===== config.mk =====
export PLATFORM = sky130hd
export DESIGN_NAME = serial_adder_ctrl
export DESIGN_NICKNAME = d
export VERILOG_FILES = /design/src/rtl/adder_pkg.sv /design/src/rtl/full_adder_using_half_adder.sv /design/src/rtl/serial_adder_ctrl.sv
export SDC_FILE = /design/constraint.sdc
export NUM_CORES = 1
export LEC_CHECK = 0
export CAP_MARGIN = 20
export CORE_MARGIN = 8
export CORE_UTILIZATION = 55
export DETAILED_ROUTE_END_ITERATION = 8
export PLACE_DENSITY = 0.83
export SYNTH_ARGS = -nofsm -noshare
export SYNTH_HDL_FRONTEND = slang
export SYNTH_SLANG_ARGS = --single-unit

===== constraint.sdc =====
create_clock -name clk -period 4.46 [get_ports clk]
set_input_delay 1.338 -clock clk [delete_from_list [all_inputs] [get_ports clk]]
set_output_delay 1.338 -clock clk [all_outputs]
set_load 0.005 [all_outputs]

===== src/rtl/adder_pkg.sv =====
// rtl/adder_pkg.sv - shared types for the adders library
package adder_pkg;

    typedef enum logic [1:0] {
        IDLE = 2'd0,
        RUN  = 2'd1,
        DONE = 2'd2
    } adder_state_t;

endpackage


===== src/rtl/full_adder_using_half_adder.sv =====
// rtl/full_adder_using_half_adder.sv - 1-bit full adder composed of two half-add stages
module full_adder_using_half_adder (
    input  logic a,
    input  logic b,
    input  logic cin,
    output logic sum,
    output logic cout
);

    logic hs;
    logic hc0;
    logic hc1;

    // First half-add on a/b, second folds in the carry.
    assign hs   = a ^ b;
    assign hc0  = a & b;
    assign sum  = hs ^ cin;
    assign hc1  = hs & cin;
    assign cout = hc0 | hc1;

endmodule


===== src/rtl/serial_adder_ctrl.sv =====
// rtl/serial_adder_ctrl.sv - bit-serial WIDTH-bit adder, LSB first, start/busy/done handshake
module serial_adder_ctrl
    import adder_pkg::*;
#(
    parameter int WIDTH = 8
) (
    input  logic             clk,
    input  logic             rst_n,
    input  logic             start,
    input  logic [WIDTH-1:0] a,
    input  logic [WIDTH-1:0] b,
    input  logic             cin,
    output logic             busy,
    output logic             done,
    output logic [WIDTH-1:0] sum,
    output logic             cout
);

    localparam int CW = $clog2(WIDTH + 1);
    localparam logic [CW-1:0] LAST = CW'(WIDTH - 1);

    adder_state_t   state;
    logic [WIDTH-1:0] sa;
    logic [WIDTH-1:0] sb;
    logic [WIDTH-1:0] sr;
    logic [WIDTH-1:0] sr_next;
    logic             c;
    logic [CW-1:0]    cnt;
    logic             s_bit;
    logic             c_bit;

    full_adder_using_half_adder u_fa (
        .a    (sa[0]),
        .b    (sb[0]),
        .cin  (c),
        .sum  (s_bit),
        .cout (c_bit)
    );

    // The sum bit enters at the MSB so that after WIDTH shifts bit 0 lands at sr[0].
    generate
        if (WIDTH == 1) begin : g_sr1
            assign sr_next = s_bit;
        end else begin : g_srn
            assign sr_next = {s_bit, sr[WIDTH-1:1]};
        end
    endgenerate

    assign busy = (state == RUN) || (state == DONE);

    always_ff @(posedge clk or negedge rst_n) begin
        if (!rst_n) begin
            state <= IDLE;
            sa    <= '0;
            sb    <= '0;
            sr    <= '0;
            c     <= 1'b0;
            cnt   <= '0;
            done  <= 1'b0;
            sum   <= '0;
            cout  <= 1'b0;
        end else begin
            done <= 1'b0;
            case (state)
                IDLE: begin
                    if (start) begin
                        sa    <= a;
                        sb    <= b;
                        c     <= cin;
                        cnt   <= '0;
                        state <= RUN;
                    end
                end
                RUN: begin
                    sr  <= sr_next;
                    sa  <= sa >> 1;
                    sb  <= sb >> 1;
                    c   <= c_bit;
                    cnt <= cnt + 1'b1;
                    if (cnt == LAST) begin
                        sum   <= sr_next;
                        cout  <= c_bit;
                        done  <= 1'b1;
                        state <= DONE;
                    end
                end
                DONE: begin
                    state <= IDLE;
                end
                default: begin
                    state <= IDLE;
                end
            endcase
        end
    end

endmodule

# Yosys cells after proc, flatten, opt, wreduce, memory -nomap -nowiden
# Index checks and enable logic that the tools add are counted.
[word_totals] reg_bits=41 latchBits=0 ramBits=0 in_bits=20 memories=0 mem_bits_ro=0
[op_classes] n_reduce_logical=6 bitwise=5 add_sub_neg=1 muxes=13 shift=0 n_eq_ne=5 div_mod_pow=0 magnitude_cmp=0 n_mul=0
[ops] cell="one-hot mux 8 bit (2 select lines)" count=2
[ops] cell="two-way mux 8 bit" count=2
[ops] cell="one-hot mux 4 bit (2 select lines)" count=1
[ops] cell="AND reduction 2 bit" count=3
[ops] cell="adder 4 x 1 -> 4 bit (second input constant)" count=1
[ops] cell="== test 4 x 3 -> 1 bit (second input constant)" count=1
[ops] cell="two-way mux 2 bit" count=2
[ops] cell="two-way mux 4 bit" count=1
[ops] cell="one-hot mux 2 bit (2 select lines)" count=1
[ops] cell="two-way mux 1 bit" count=3
[ops] cell="AND 1 bit" count=2
[ops] cell="== test 2 x 1 -> 1 bit (second input constant)" count=1
[ops] cell="== test 2 bit (second input constant)" count=1
[ops] cell="zero test 2 bit" count=1
[ops] cell="!= test 2 x 1 -> 1 bit (second input constant)" count=1
[ops] cell="!= test 2 bit (second input constant)" count=1
[ops] cell="one-hot mux 1 bit (2 select lines)" count=1
[ops] cell="nonzero test 2 bit" count=1
[ops] cell="bitwise XOR 1 bit" count=2
[ops] cell="logical OR 1 bit" count=1
[ops] cell="bitwise OR 1 bit" count=1

# Logic depth before layout (Yosys ltp)
[logic_depth] word_depth=4 ltp_mapped=8 mapped_depth_nobuf=5

# Hierarchy
# From an unflattened synthesis, not the netlist that was laid out.
[unflattened] hier_cells=145 hier_area_um2=1769.2
[by_module_without_submodules] mod="serial_adder_ctrl" area_each_um2=1749.2 n_inst=1 cells_each=144
[by_module_without_submodules] mod="full_adder_using_half_adder" area_each_um2=20.0 n_inst=1 cells_each=1

# Least setup slack after synthesis
# OpenSTA, ideal clock, no wires.
[synth_path] kind="input -> register" start="input start" end="register state[1]" t_arrival_ns=1.994 t_required_ns=4.335 setup_ns=0.125 stages=3 slack_ns=2.341 path_buffers=0 path_cell_list="nand2b_1 > a21boi_0 > mux2_2"
[synth_between] elab_chain_cells=2
[synth_lines] element="from (decl)" line_no="serial_adder_ctrl.sv:9" rtl="input logic start,"
[synth_lines] element="!= test 2 bit (no source line)"
[synth_lines] element="AND reduction 2 bit (no source line)"
[synth_lines] element="to (signal assigned)" line_no="serial_adder_ctrl.sv:53" rtl="state <= IDLE;"
[synth_lines] element="to (signal assigned)" line_no="serial_adder_ctrl.sv:71" rtl="state <= RUN;"
[synth_lines] element="to (signal assigned)" line_no="serial_adder_ctrl.sv:84" rtl="state <= DONE;"
[synth_lines] element="to (decl)" line_no="serial_adder_ctrl.sv:22" rtl="adder_state_t state;"
# Every way passes these cells.
# A chain may end at the register's enable or synchronous reset.

# Worst setup path after layout
[layout_path] start="register state[0]" end="output busy"
[layout_between] elab_chain_cells=2
[layout_lines] element="== test 2 x 1 -> 1 bit / == test 2 bit (equally long branches)" line_no="serial_adder_ctrl.sv:49" rtl="assign busy = (state == RUN) || (state == DONE);"
[layout_lines] element="logical OR 1 bit (*)" line_no="serial_adder_ctrl.sv:49"
[layout_lines] element="to (decl)" line_no="serial_adder_ctrl.sv:13" rtl="output logic busy,"
# Every way passes the cells marked *; elsewhere a longest branch is shown, timed or not.

==> impl_metrics.toml <==
[floorplanning]
die_height_um = 72.7
io-pin-count = 31
placeableCoreArea_um2 = 3050
effective_utilization_at_floorplan_pct = 57.8
die_area_um2 = 5280
placement_rows = 20
die_w_um = 72.7

[logic_synthesis]
yosysMostFrequentCell = "sky130_fd_sc_hd__dfrtp_1"
synth_edf_count = 0
synth_largest_area_cell = "sky130_fd_sc_hd__dfrtp_1"
ys_top_cells_by_count = "40 x sky130_fd_sc_hd__dfrtp_1, 20 x sky130_fd_sc_hd__nand2_1, 20 x sky130_fd_sc_hd__o21ai_0, 17 x sky130_fd_sc_hd__mux2_2, 16 x sky130_fd_sc_hd__mux2i_1"
synthesis.yosys.warnings = 0
syn-instance-count = 145
post_synth_num_cell_types = 22
ys_dominant_reg_cell = "sky130_fd_sc_hd__dfrtp_1"
synth.net_count = 170
post_synth.cell_area_avg_um2 = 12.2
synth.top_cell.area_share_pct = 56.7
synth_top_family_by_area = "multiplexers"
post_synth_mux_area_share_pct = 19.9
synth-seq-area-share_pct = 56.7
async_reset_ff_share_pct = 100
synthXorXnorAreaFrac_pct = 0
yosys.area_share.simple_pct = 8.86
synth_area_um2 = 1770
yosys-top-cells-area = "sky130_fd_sc_hd__dfrtp_1 57%, sky130_fd_sc_hd__mux2_2 11%, sky130_fd_sc_hd__mux2i_1 9.1%"
synth_compound_gate_area_share_pct = 7.44
ys_ff_latch = 40
synthAdderAreaFrac_pct = 3.97

[cts]
worst_setup_hold_path_clk_slew_ns = 0.11
cts_htree_levels = 2
ctsResizeCount = 0
insertion_delay_to_the_later_sink_of_the_worst_skew_pair_ns = 0.33
cts_made_buffers = 5
tritoncts = "yes"
clock_tree.root_cell = "sky130_fd_sc_hd__clkbuf_4"
ctsLongestPathBuffers = 2
postCtsSetupBuffers = 0
clkSinkCount = 40
cts-hold-fix-buffers = 0

[timing]
totalNegativeSetupSlack_ns = 0
timing.final.crit_share_pct = 66.1
slew_headroom_pct = 43.9
final-max-slew-violation-count = 0
report.final.setup_viol = 0
final_period_minus_worst_setup_slack_ns = 2.95
final.setup_skew_ns = 0.00263
timing.final.hold_violations = 0
max_freq_mhz = 339
worst_slew_pin_slew_ns = 0.841
rsz0062_at_grt = "false"

[finish]
num_antenna_cells = 0
post_route_cells_drive_above_1_share_pct = 15.8
finalNetCount = 201
num-fill-cells = 241
syn2layout_area_growth_pct = 21.8
final_cell_count_no_fill = 221
final_cell_area_um2 = 2150

[placement]
place_congestion = 0.777
detailed_place.area_um2 = 2090
io_buffer_count = 30
dpl.hpwl_um = 2320
placedCellCount = 213

[routing]
drt_pre_antenna_iters = 4
final_wirelength_um = 3130
route.detailed.drc = 0
drt-vias-per-instance = 5.33
ant_nets = 0
drt_iter0_drc = 53
wire_per_inst_um = 14.2
dr_total_vias = 1177

[global_routing]
grt_max_degree = 41
grt_antenna_before_repair = 0
grt_pass1_wl_um = 5420
globalRouteTotalUtil_pct = 13.2
grt.overflow.total = 0
first_global_vias = 1242

[power_and_ir_drop]
total_leakage_power_nw = 0.993
power-per-cell-area_nw_per_um2 = 575
ir_drop_mv = 0.338

[critical_path]
type_of_element_launching_the_critical_path = "flop"
timing.critical_path.required_ns = 3.12
worst-path-max-fanout = 4
criticalPathCategory = "reg -> out"
worst_r2r_startpoint = "state[1]"
reg2reg_to = "cnt[3]"
worst_r2r_path_depth = 6
setup_slack_of_the_worst_register_to_register_path_ns = 2.19
timing.critical_path.to = "busy"
critPathArrivalTime_ns = 1.61
worst_setup_path_end_kind = "output pin"
critical_path.startpoint = "state[0]"

[job]
drv_cap = 0

[run_status]
status = "finished, final reports clean"

[worst_hold_path]
timing.hold.worst.class = "reg -> reg"
[worst max-delay path, stage by stage, from the launching register on]
cell and delay (ns):
sky130_fd_sc_hd__dfrtp_1 0.42, sky130_fd_sc_hd__inv_1 0.08, sky130_fd_sc_hd__ha_1 0.28, sky130_fd_sc_hd__clkdlybuf4s50_1 0.49
[how the worst min path moves through the flow]
stage / to / slack (ns) / startpoint / cells past startpoint
after floorplan: sa[1] / 0.45 / sa[1] / 2
after global placement: sa[1] / 0.46 / sa[1] / 2
after detailed placement: sb[6] / 0.48 / sb[6] / 2
after CTS: sa[6] / 0.50 / sa[6] / 2
after global routing: sa[4] / 0.53 / sa[4] / 2
final: sb[6] / 0.49 / sb[6] / 2
[cell type report]
class	instances	area (µm²)	share of cell area [%]
timing repair buffer	32	310	14.4
multi-input combinational	94	713	33.2
clock buffer	8	58.8	2.74
inverter	3	11.3	0.524
sequential	40	1000	46.6
tap	44	55.1	2.56
[cells in the final DEF (no fill, tap or decap), drive strengths merged]
cell type / synthesis / final
buf: 7 / 3
dfrtp: 40 / 40
a21oi: 1 / 1
mux2i: 16 / 16
nor2: 1 / 1
nand2: 20 / 20
mux2: 17 / 17
clkdlybuf4s50: 0 / 29
o21ai: 20 / 20
or4b: 1 / 1
ha: 4 / 4
nand3: 4 / 4
a311oi: 1 / 1
nand2b: 3 / 3
fa: 1 / 1
nand4b: 1 / 1
clkbuf: 1 / 8
a21boi: 1 / 1
nor2b: 1 / 1
inv: 3 / 3
a32o: 1 / 1
nand3b: 1 / 1
[registers in the layout, summed over array words and instances, names as in the netlist]
register	cells
sb	8
sa	8
state	2
cout	1
cnt	4
done	1
sr	7
c	1
sum	8
[kinds of logic after synthesis]
group | Yosys count
flip-flops | 40
AND/OR/NAND/NOR | 32
AO/OA/AOI/OAI | 24
adder cells (fa/ha/maj) | 5
multiplexers | 33
buffers and inverters | 11
[where the power goes]
group          internal, W  switching (W)
sequential        0.000498      0.0000850
clock            0.0000779       0.000106
combinational     0.000237       0.000232
total             0.000813       0.000423
[per-stage QoR]
step | utilization [%] | setup WS, ns | hold WS (ns) | total power (W)
2_1_floorplan | - | 2.34 | 0.449 | 0.000934
3_3_place_gp | 68.5 | 1.60 | 0.461 | 0.00103
3_5_place_dp | 68.5 | 1.57 | 0.476 | 0.00107
4_1_cts | 70.4 | 1.50 | 0.502 | 0.00125
5_1_grt | 70.4 | 1.43 | 0.531 | 0.00134
6_report | 70.4 | 1.51 | 0.494 | 0.00124
[per-layer routing]
metal / global-route usage [%] / vias to the layer above / share of wire [%]
li1: - / 564 / -
met1: 13.6 / 573 / 41
met2: 23.1 / 34 / 51
met3: 5.49 / 6 / 6.9
met4: 5.33 / 0 / 1.9
met5: 0 / - / 0
Power figures use the tool's default switching activity.
